**config.mk**
```make
export PLATFORM = sky130hd
export DESIGN_NAME = fixed_signed_arith_unit
export DESIGN_NICKNAME = d
export VERILOG_FILES = /design/src/rtl/fixed_signed_arith_unit.sv
export SDC_FILE = /design/constraint.sdc
export NUM_CORES = 1
export LEC_CHECK = 0
export CAP_MARGIN = 10
export CORE_AREA = 2 2 78 118
export CTS_CLUSTER_DIAMETER = 50
export DETAILED_ROUTE_END_ITERATION = 8
export DIE_AREA = 0 0 80 120
export HOLD_SLACK_MARGIN = 0.15
export PLACE_DENSITY = 0.75
export SETUP_SLACK_MARGIN = 0.4
export SLEW_MARGIN = 40
export SYNTH_ARGS = -nofsm -noshare
export SYNTH_HDL_FRONTEND = slang
export SYNTH_SLANG_ARGS = --single-unit
```
**constraint.sdc**
```tcl
create_clock -name clk -period 2.85 [get_ports clk]
set_input_delay 0.285 -clock clk [delete_from_list [all_inputs] [get_ports clk]]
set_output_delay 0.285 -clock clk [all_outputs]
set_load 0.02 [all_outputs]
```
**src/rtl/fixed_signed_arith_unit.sv**
```systemverilog
// Signed Q2.20 add/sub and magnitude compare for the CORDIC datapath.
// Combinational results plus a clock-enabled registered copy with valid tag.
module fixed_signed_arith_unit #(
    parameter int INTEGER_WIDTH = 2,
    parameter int DECIMAL_WIDTH = 20,
    parameter int DATA_WIDTH    = INTEGER_WIDTH + DECIMAL_WIDTH
) (
    input  logic                  clk,
    input  logic                  rst_n,
    input  logic                  clk_en,
    input  logic                  valid_in,
    input  logic [DATA_WIDTH-1:0] dataa,
    input  logic [DATA_WIDTH-1:0] datab,
    input  logic                  add_sub,
    input  logic [DATA_WIDTH-1:0] cmpa,
    input  logic [DATA_WIDTH-1:0] cmpb,
    output logic [DATA_WIDTH-1:0] result,
    output logic                  overflow,
    output logic                  aeb,
    output logic                  agb,
    output logic [DATA_WIDTH-1:0] result_q,
    output logic                  overflow_q,
    output logic                  aeb_q,
    output logic                  agb_q,
    output logic                  valid_out
);

    localparam int MSB = DATA_WIDTH - 1;

    logic [DATA_WIDTH-1:0] opb_eff;
    logic [DATA_WIDTH-1:0] cin_ext;
    logic [DATA_WIDTH-1:0] sum;

    // Subtract as A + ~B + 1 so a single adder serves both operations.
    always_comb begin
        opb_eff = add_sub ? datab : ~datab;
        cin_ext = '0;
        cin_ext[0] = ~add_sub;
        sum = dataa + opb_eff + cin_ext;
    end

    assign result   = sum;
    assign overflow = (dataa[MSB] == opb_eff[MSB]) && (sum[MSB] != dataa[MSB]);

    assign aeb = (cmpa == cmpb);
    assign agb = ($signed(cmpa) > $signed(cmpb));

    logic [DATA_WIDTH-1:0] res_q;
    logic                  ovf_q;
    logic                  eq_q;
    logic                  gt_q;
    logic                  vld_q;

    always_ff @(posedge clk or negedge rst_n) begin
        if (!rst_n) begin
            res_q <= '0;
            ovf_q <= 1'b0;
            eq_q  <= 1'b0;
            gt_q  <= 1'b0;
            vld_q <= 1'b0;
        end else if (clk_en) begin
            res_q <= result;
            ovf_q <= overflow;
            eq_q  <= aeb;
            gt_q  <= agb;
            vld_q <= valid_in;
        end
    end

    assign result_q   = res_q;
    assign overflow_q = ovf_q;
    assign aeb_q      = eq_q;
    assign agb_q      = gt_q;
    assign valid_out  = vld_q;

endmodule

```
Word level (Yosys, flattened, before mapping)
Cells that the tools add are included. Widths: inputs -> output; s select.

Flip-flop bits (word level): 26. Bits in latches: 0. RAM bits: 0. ROM bits: 0. Output and inout port bits: 51. Memories: 0.

Add/subtract/negate cells: 2. $mul: 0. Div/mod/pow operators: 0. Order comparisons: 1. Equality and inequality tests: 3. Shift operators: 0. Muxes and demuxes: 1. Bitwise logic cells: 2. Reduce and logical (&&, ||, !) cells: 1.

Operators by type and width (count): $add 22x1->22 (1); $add 22x22->22 (1); $eq 22x22->1 (1); $gt 22x22->1 (1); $mux 22 (1); $not 22->22 (1); $eq 1x1->1 (1); $logic_and 1x1->1 (1); $ne 1x1->1 (1); $not 1->1 (1).

Depth between registers and ports, before layout
Depth in word-level cells: 6. Mapped depth: 12. Gate-level depth less buffers: 9.

Worst setup path before layout
OpenSTA, ideal clock, no wires.

Path kind: input to output. From: input add_sub. To: output result[19]. Arrival time: 2.863 ns. Data required time: 2.565 ns. Slack: -0.298 ns. Stages: 10. Buffers on the path: 2. Cell sequence: buf_2 -> buf_1 -> xnor2_1 -> ha_1 -> a21o_1 -> a41oi_4 -> a21o_1 -> a2111o_1 -> a21oi_1 -> a2111oi_2.

Cells in the longest elaborated chain, start to end: 3.

RTL lines: start, declared (RTL line 14) `input logic add_sub,`; $mux 22 (RTL line 36) `opb_eff = add_sub ? datab : ~datab;`; $add 22x22->22 (RTL line 39) `sum = dataa + opb_eff + cin_ext;`; $add 22x1->22 * (RTL line 39); end, declared (RTL line 17) `output logic [DATA_WIDTH-1:0] result,`.

Mark *: on every way between the ends. The rest lies on a longest branch, timed or not.

Final worst setup path
From: input add_sub. To: output result[18].

Same word-level chain as after synthesis.

==> impl_metrics.tcl <==
set metrics [dict create \
    slew_violations 0 \
    wl_per_cell_um 24.01 \
    critPathCaptureType "primary output" \
    skew_ns 0 \
    timing.slew.headroom_pct 40.54 \
    syn_inst 385 \
    die_area_um2 9600 \
    clkSlewWorstSetupHoldPaths_ns 0.08 \
    syn_nets 521 \
    die_w_um 80 \
    crit_buf_inv 5 \
    final_cell_mix "buf_4, clkdlybuf4s50_1, dlygate4sd2_1" \
    grt_pass1_vias 4815 \
    fin_cells 783 \
    setup_tns_ns -0.1438 \
    overflow 0 \
    vias 4749 \
    rsz0062_at_grt "yes" \
    via_per_inst 6.065 \
    final_common_cell "buf_4" \
    crit_fanout 4 \
    diodes 0 \
    fin_nets 810 \
    synthDistinctLibCells 67 \
    drive_gt1_share_pct 53.34 \
    fmax_ghz 0.3440 \
    drtIter0Drc 300 \
    fp-row-count 42 \
    area_delta_synth_final_pct 118.0 \
    core_area_um2 8618 \
    required_ns 2.57 \
    drt_first_pass_iters 5 \
    async_flop_share_pct 100.0 \
    synth_ff_type "dfrtp_1" \
    boundaryPins 144 \
    antenna_found_initial 1 \
    synth_edf_count 0 \
    grt_usage_pct 32.28 \
    die_h_um 120 \
    status "finished with violations" \
    path_class "in -> out" \
    min_period_over_period_pct 102.0 \
    cts_max_level 1 \
    clockBufferDepth 2 \
    route.detailed.drc 0 \
    grt_pass1_wl_mm 24.16 \
    p_leak_nw 3.300 \
    clock_sinks 26 \
    fill_cells 429 \
    cts_tree "built" \
    setup_viol 3 \
    yosysSeqAreaShare_pct 19.83 \
    crit_chain "buf_12 > buf_16 > xnor2_4 > inv_2 > fa_2 > nor2b_4 > o21bai_4 > a211oi_4 > nor4_2 > buf_4 > o21ai_4 > xor2_2 > buf_6" \
    cts-hold-fix-buffers 0 \
    placed_cells 717 \
    critPathTopFamily "buffers and inverters" \
    cp.arrival_ns 2.62 \
    worst_slack_ns -0.05708 \
    port_buffers 143 \
    start_util_pct 38.07 \
    maxCapViolCount 0 \
    wl_mm 18.80 \
    hold_viol_final 0 \
    yosysWarnings 0 \
    syn_avg_cell_area_um2 8.521 \
    drtAntennaViolNets 0 \
    dp_hpwl_mm 9.368 \
    gp_congestion 0.8422 \
    hold_path_class "in -> async" \
    violations "negative setup slack" \
    ir_drop_mv 0.3588 \
    cp_slowest_cell "fa_2" \
    numCtsBuffers 3 \
    ys_ff_latch 26 \
    grt_max_degree 32 \
    pwr_density_cell_nw_per_um2 482.5 \
    clk_latency_ns 0.27 \
    netlist_area_um2 3281 \
    worst_setup_path_start_kind "input port" \
    min_period_ns 2.907 \
    cpPeakStageDelay_ns 0.40 \
    fin_hold_ws_ns 0.3928 \
    dp_slack_ns -0.8677 \
    worst_pin_slew_ns 0.8910 \
    root_buffer "clkbuf_16" \
]
[per-stage QoR]
stage,utilization (%),instance area (um^2),total power (W)
2_1_floorplan,-,3556,0.001522
3_3_place_gp,66.65,5744,0.002411
3_5_place_dp,66.65,5744,0.002453
4_1_cts,78.53,6768,0.003094
5_1_grt,82.98,7152,0.003573
6_report,82.98,7152,0.003451
[report_power, final]
part / total, W / switching [W] / internal (W) / leakage (nW)
combinational: 0.00253 / 0.00126 / 0.00128 / 2.95
sequential: 0.000540 / 0.0000708 / 0.000469 / 0.311
clock: 0.000377 / 0.000160 / 0.000216 / 0.0442
[state kept, by name, summed over array words and instances, names as in the netlist]
name        cells
overflow_q      1
aeb_q           1
agb_q           1
result_q       22
valid_out       1
[area by class of cell]
type | count | area (um^2) | share of cell area [%]
Tap cell | 110 | 137.6 | 1.924
Clock buffer | 4 | 88.84 | 1.242
Inverter | 35 | 133.9 | 1.872
Multi-Input combinational cell | 304 | 3467 | 48.48
Timing Repair Buffer | 304 | 2674 | 37.39
Sequential cell | 26 | 650.6 | 9.097
[what timing repair did]
| item | in CTS | in global routing |
|---|---|---|
| gates cloned | 2 | 0 |
| setup endpoints to repair | 42 | 28 |
| pin swaps | 107 | 72 |
| gates resized for setup | 303 | 82 |
| setup buffers | 43 | 17 |
[worst paths after layout]
path                                           from                       end  slack (ns)  cells past startpoint
setup / recovery                            add_sub                result[18]       -0.06                     13
min in group clk              valid_out$_DFFE_PN0P_     valid_out$_DFFE_PN0P_        0.51                      1
hold / removal                                rst_n  result_q[11]$_DFFE_PN0P_        0.39                      2
hold reg to reg               valid_out$_DFFE_PN0P_     valid_out$_DFFE_PN0P_        0.51                      1
max in group asynchronous                     rst_n   result_q[3]$_DFFE_PN0P_        2.16                      2
setup reg to reg           result_q[19]$_DFFE_PN0P_  result_q[19]$_DFFE_PN0P_        1.79                      2
[per-layer routing]
layer	GRT usage (%)	part of all wire, %	vias to the layer above
met5	0	0.074	-
met4	17.37	9.0	2
met3	4.662	7.4	164
met2	60.78	51	337
met1	33.02	33	2264
li1	-	-	1982
[synth_stat cells, types with 3 or more instances]
master    instances  area share (%)
a21o_1           18             4.1
a21oi_1          22             3.4
nor3_1            5            0.76
inv_1            35             4.0
nor2_1           21             2.4
and4_1            4             1.1
xnor2_1          31             8.3
nand4_1           3            0.57
a2111o_1          3             1.0
a211oi_1          5             1.1
mux2_2           12             4.1
o211ai_1          4            0.92
nand2_1          27             3.1
xor2_1            9             2.4
o221ai_1          4             1.1
clkbuf_1         10             1.1
o21ai_1           6            0.92
dfrtp_1          26              20
ha_1             42              16
buf_2             9             1.4
nand3_1           8             1.2
nand2b_1          5            0.95
nor2b_1           3            0.57
a221o_1           5             1.5
o21ai_0           7             1.1
o21a_1            4            0.92
[worst reg2reg max path, delay by kind of cell (launching register included)]
family	cells	cell delay (ns)
flops	1	0.40
compound gates	2	0.53
[cell families after synthesis]
family | share of synthesized area [%]
xor+xnor | 10.68
compound gates | 26.13
simple gates | 15.37
flops | 19.83
mux | 4.729
buf+inv | 6.636
fa+ha+maj | 16.63
(Power assumes the default switching activity.)
